[src/rtl/microwave_pkg.sv]
// Shared microwave datapath types and 7-segment / digit-enable constants.
// Segment codes are active-low in {g,f,e,d,c,b,a} order.
package microwave_pkg;

   typedef logic [3:0] bcd_t;
   typedef bcd_t [3:0] time_bcd_t;   // [3]=min_tens .. [0]=sec_ones

   localparam logic [6:0] SEG_0     = 7'b1000000;
   localparam logic [6:0] SEG_1     = 7'b1111001;
   localparam logic [6:0] SEG_2     = 7'b0100100;
   localparam logic [6:0] SEG_3     = 7'b0110000;
   localparam logic [6:0] SEG_4     = 7'b0011001;
   localparam logic [6:0] SEG_5     = 7'b0010010;
   localparam logic [6:0] SEG_6     = 7'b0000010;
   localparam logic [6:0] SEG_7     = 7'b1111000;
   localparam logic [6:0] SEG_8     = 7'b0000000;
   localparam logic [6:0] SEG_9     = 7'b0010000;
   localparam logic [6:0] SEG_BLANK = 7'b1111111;

   localparam logic [3:0] AN_OFF = 4'b1111;

   // Active-low one-hot enable for scan position idx.
   function automatic logic [3:0] an_select(input logic [1:0] idx);
      return AN_OFF & ~(4'b0001 << idx);
   endfunction

endpackage

[src/rtl/seg7_decode.sv]
// Combinational BCD to active-low 7-segment map; non-BCD codes blank the digit.
module seg7_decode
   import microwave_pkg::*;
(
   input  bcd_t       bcd,
   output logic [6:0] seg
);

   always_comb begin
      seg = SEG_BLANK;
      case (bcd)
         4'd0:    seg = SEG_0;
         4'd1:    seg = SEG_1;
         4'd2:    seg = SEG_2;
         4'd3:    seg = SEG_3;
         4'd4:    seg = SEG_4;
         4'd5:    seg = SEG_5;
         4'd6:    seg = SEG_6;
         4'd7:    seg = SEG_7;
         4'd8:    seg = SEG_8;
         4'd9:    seg = SEG_9;
         default: seg = SEG_BLANK;
      endcase
   end

endmodule

[src/rtl/digit_display_decoder.sv]
// Keypad-side cook-time entry: shifts strobed BCD digits into an MM:SS register,
// flags bad digits, and scans the entered time onto a 4-digit 7-segment display.
module digit_display_decoder
   import microwave_pkg::*;
#(
   parameter int SCAN_DIV = 4,
   parameter int BLANK_LZ = 1
) (
   input  logic        Clk,
   input  logic        Rst,
   input  logic [3:0]  D,
   input  logic        loadn,
   input  logic        Clearn,
   output logic [15:0] Digits,
   output logic        TimeValid,
   output logic        Error,
   output logic [6:0]  Seg,
   output logic [3:0]  An
);

   localparam int CNT_W = (SCAN_DIV > 1) ? $clog2(SCAN_DIV) : 1;
   localparam logic [CNT_W-1:0] CNT_LAST = CNT_W'(SCAN_DIV - 1);

   logic             loadn_q;
   time_bcd_t        digits_q,   digits_d;
   logic             error_q,    error_d;
   logic [CNT_W-1:0] scan_cnt_q, scan_cnt_d;
   logic [1:0]       index_q,    index_d;
   logic [6:0]       seg_q,      seg_d;
   logic [3:0]       an_q,       an_d;

   logic             accept;
   logic             blank;
   logic [6:0]       seg_raw;

   // One digit per falling edge of loadn, however long the strobe is held.
   assign accept = !loadn && loadn_q;

   always_comb begin
      digits_d = digits_q;
      error_d  = error_q;
      if (!Clearn) begin
         digits_d = '0;
         error_d  = 1'b0;
      end else if (accept) begin
         if (D <= 4'd9) digits_d = {digits_q[2:0], D};
         else           error_d  = 1'b1;
      end
   end

   always_comb begin
      scan_cnt_d = scan_cnt_q + 1'b1;
      index_d    = index_q;
      if (scan_cnt_q == CNT_LAST) begin
         scan_cnt_d = '0;
         index_d    = index_q + 2'd1;
      end
   end

   seg7_decode u_seg7_decode (
      .bcd (digits_q[index_q]),
      .seg (seg_raw)
   );

   always_comb begin
      blank = (BLANK_LZ != 0) && (index_q == 2'd3) && (digits_q[3] == 4'd0);
      seg_d = blank ? SEG_BLANK : seg_raw;
      an_d  = an_select(index_q);
   end

   always_ff @(posedge Clk) begin
      if (Rst) begin
         loadn_q    <= 1'b1;
         digits_q   <= '0;
         error_q    <= 1'b0;
         scan_cnt_q <= '0;
         index_q    <= 2'd0;
         seg_q      <= SEG_0;
         an_q       <= 4'b1110;
      end else begin
         loadn_q    <= loadn;
         digits_q   <= digits_d;
         error_q    <= error_d;
         scan_cnt_q <= scan_cnt_d;
         index_q    <= index_d;
         seg_q      <= seg_d;
         an_q       <= an_d;
      end
   end

   assign Digits    = digits_q;
   assign TimeValid = (digits_q != '0) && (digits_q[1] <= 4'd5);
   assign Error     = error_q;
   assign Seg       = seg_q;
   assign An        = an_q;

endmodule

[config.mk]
export PLATFORM = sky130hd
export DESIGN_NAME = digit_display_decoder
export DESIGN_NICKNAME = d
export VERILOG_FILES = /design/src/rtl/microwave_pkg.sv /design/src/rtl/seg7_decode.sv /design/src/rtl/digit_display_decoder.sv
export SDC_FILE = /design/constraint.sdc
export NUM_CORES = 1
export LEC_CHECK = 0
export ABC_AREA = 0
export CORE_AREA = 2 2 57 59
export CTS_CLUSTER_DIAMETER = 80
export CTS_CLUSTER_SIZE = 40
export DETAILED_ROUTE_END_ITERATION = 7
export DIE_AREA = 0 0 59 61
export GPL_ROUTABILITY_DRIVEN = 1
export GPL_TIMING_DRIVEN = 0
export PLACE_DENSITY_LB_ADDON = 0.08
export SYNTH_ARGS = -nofsm -noshare
export SYNTH_HDL_FRONTEND = slang
export SYNTH_SLANG_ARGS = --single-unit
export TNS_END_PERCENT = 50
[constraint.sdc]
create_clock -name Clk -period 6.22 [get_ports Clk]
set_clock_uncertainty 0.2 [all_clocks]
set_input_delay 0.933 -clock Clk [delete_from_list [all_inputs] [get_ports Clk]]
set_output_delay 0.933 -clock Clk [all_outputs]
set_load 0.02 [all_outputs]
==> results.tsv <==
metric	value	unit
status	finished, final reports clean	
pin count of the biggest net entering global routing	11	
DP Wirelength	2.30	mm
cell leakage power	0.677	nW
number of antenna diodes	0	
RSZ-0062 raised after global routing	false	
worst-skew pair later-pin latency	0.34	ns
ys async rst share	0	%
slowest cell delay on critical path	0.56	ns
number of flops mapped to enable cells by yosys	0	
setup_tns	0	ns
Hold Crit Class	reg2reg	
Syn Area/Cell	9.44	um2
power density over the cells	227	mW/mm2
Final Wtd Congestion	0.833	
ANT nets after route	0	
vias in the first global route	1202	
slowest CP cell	clkdlybuf4s50_1	
library cells used by synthesis	36	
Netlist Area Pre-Place	0.00144	mm2
Hold Crit Depth	1	
Psw	0.000101	W
Max Slew Vio Count	0	
Hold Fails Final Rpt	0	
CTS Root Buffer Type	clkbuf_4	
max-cap violation count	0	
VDD IR max	0.000136	V
1st-iter DRT viols	23	
Post-Synthesis Cells	152	
post-synth net total	170	
Comb power frac	10.7	%
cts bufs inserted	5	
Core Area	0.00295	mm2
area fraction of the dominant cell type after synthesis	46.0	%
met2 usage	34.9	%
grt met1 use	21.7	%
Critical Setup Path Class	reg2out	
hold-fix buffers at CTS	0	
Reg2Reg Depth	6	
switch share	23.1	%
GRT overflow	0	
Slew headroom	61.2	%
# setup viols final	0	
Routed WL	3.09	mm
first-pass GRT wire length	5.26	mm
Area Overhead vs Synth	33.9	%
CTS tree	done	
Via density	5.42	
pre-CTS WS	3.34	ns
CTS resizes	0	
DRC viols	0	
synth warn	0	
Critical Path RT	5.09	ns
crit share post-route	52.6	%
CTS max path bufs	2	
I/O Buffers	36	
via count	1241	
final worst path period need	3.27	ns
die area	0.00360	mm2
CP Max Fanout	4	
Starting Density	48.6	%
WL per Instance	13.5	um
IO Count	37	
row cnt	20	
initial antenna violation count	0	
commonest cells in the netlist	33 x dfxtp_1, 30 x nand2_1, 19 x a21oi_1	
Clock Power Share	38.9	%
met3 global-route usage	5.97	%
Worst-Margin Slew	0.577	ns
postcts setup bufs	0	
Fillers	254	
synth top area cells	dfxtp_1 46%, ha_1 8.7%, nand2_1 7.8%, a21oi_1 6.6%, mux4_2 4.7%	
# nets final	213	
fmax	305	MHz
Int Power	0.000335	W
Fin Hold WS	0.232	ns
Worst-path clk slew	0.10	ns
drt first pass iters	4	
Die Wd	59	um
layout cells sized above 1	9.18	%
# clock sinks	33	
GR peak layer	met2	
Crit. End Element	output pin	
Total GRT Usage	19.9	%
Startpoint Class	register	
top-count cell post-synth	dfxtp_1	
area leader, netlist	dfxtp_1	
arrival time at the worst endpoint	2.14	ns
setup ws final	2.95	ns
sequential power share	50.5	%
Die Y	61	um
Pwr Total	0.000436	W
most common flop cell mapped by yosys	dfxtp_1	
fin util	65.1	%
Yosys reg bits	33	
crit-path cells	nor4_1 > and4_1 > a211oi_1 > clkdlybuf4s50_1	
CTS H-tree lvls	2	
Seq/Total Area, Yosys	46.0	%
per-layer routing:
layer	part of all wire [%]	vias to the layer above
li1	-	608
met1	41	578
met2	51	46
met3	5.6	9
met4	2.3	0
met5	0	-
layout by cell type, fill, tap and decap left out, drive strengths merged, types with 2 or more instances in the layout:
cell           Yosys  layout
dfxtp             33      33
a22oi              2       2
nor4               3       3
a41o               2       2
a21oi             20      20
inv                4       4
nor3               3       3
or2                2       2
clkbuf             5      12
mux4               4       4
nand2b             7       7
xnor2              2       2
clkdlybuf4s50      0      36
ha                10      10
nand2             30      30
nor2               9       9
metrics by stage:
step | area (um2) | instances
3_3_place_gp | 1840 | 221
2_1_floorplan | 1440 | 152
6_report | 1920 | 229
3_5_place_dp | 1840 | 221
5_1_grt | 1920 | 229
4_1_cts | 1920 | 229
flip-flops by register name, indices dropped and copies added (netlist names):
register    count
index_q         2
loadn_q         1
An              4
Digits         16
Error           1
scan_cnt_q      2
Seg             7
cells by family after synthesis:
family          after synthesis  synth area share [%]
fa+ha+maj                    10                  8.72
buf+inv                      11                  3.49
flops                        33                  46.0
compound gates               31                  13.4
simple gates                 59                  19.1
xor+xnor                      2                  1.22
mux                           6                  8.02
layout make-up:
class | count | area [um2] | share of cell area (%)
repair buffers | 36 | 360 | 18.8
flip-flops and latches | 33 | 661 | 34.4
inverters | 5 | 20.0 | 1.04
clock buffers | 7 | 55.1 | 2.86
well taps | 33 | 41.3 | 2.15
clock inverters | 1 | 30.0 | 1.56
plain buffers | 6 | 30.0 | 1.56
multi-input cells | 108 | 724 | 37.7
final timing paths:
path                  from       endpoint  slack (ns)
max reg2reg     index_q[0]         Seg[3]        4.03
max             Digits[15]      TimeValid        2.95
min          scan_cnt_q[0]  scan_cnt_q[0]        0.23
min reg2reg  scan_cnt_q[0]  scan_cnt_q[0]        0.23
critical path: cells and delay by family (launching register included):
family | cells | cell delay (ns)
simple gates | 2 | 0.83
buf+inv | 1 | 0.56
flops | 1 | 0.35
compound gates | 1 | 0.06
power by group through the flow:
stage                     clock network [W]  registers (W)   logic, W
after floorplan                           0       0.000228  0.0000249
after global placement                    0       0.000225  0.0000452
after detailed placement                  0       0.000225  0.0000464
after CTS                          0.000173       0.000220  0.0000468
after global routing               0.000181       0.000221  0.0000517
final                              0.000169       0.000220  0.0000464
Power figures use the tool's default switching activity.
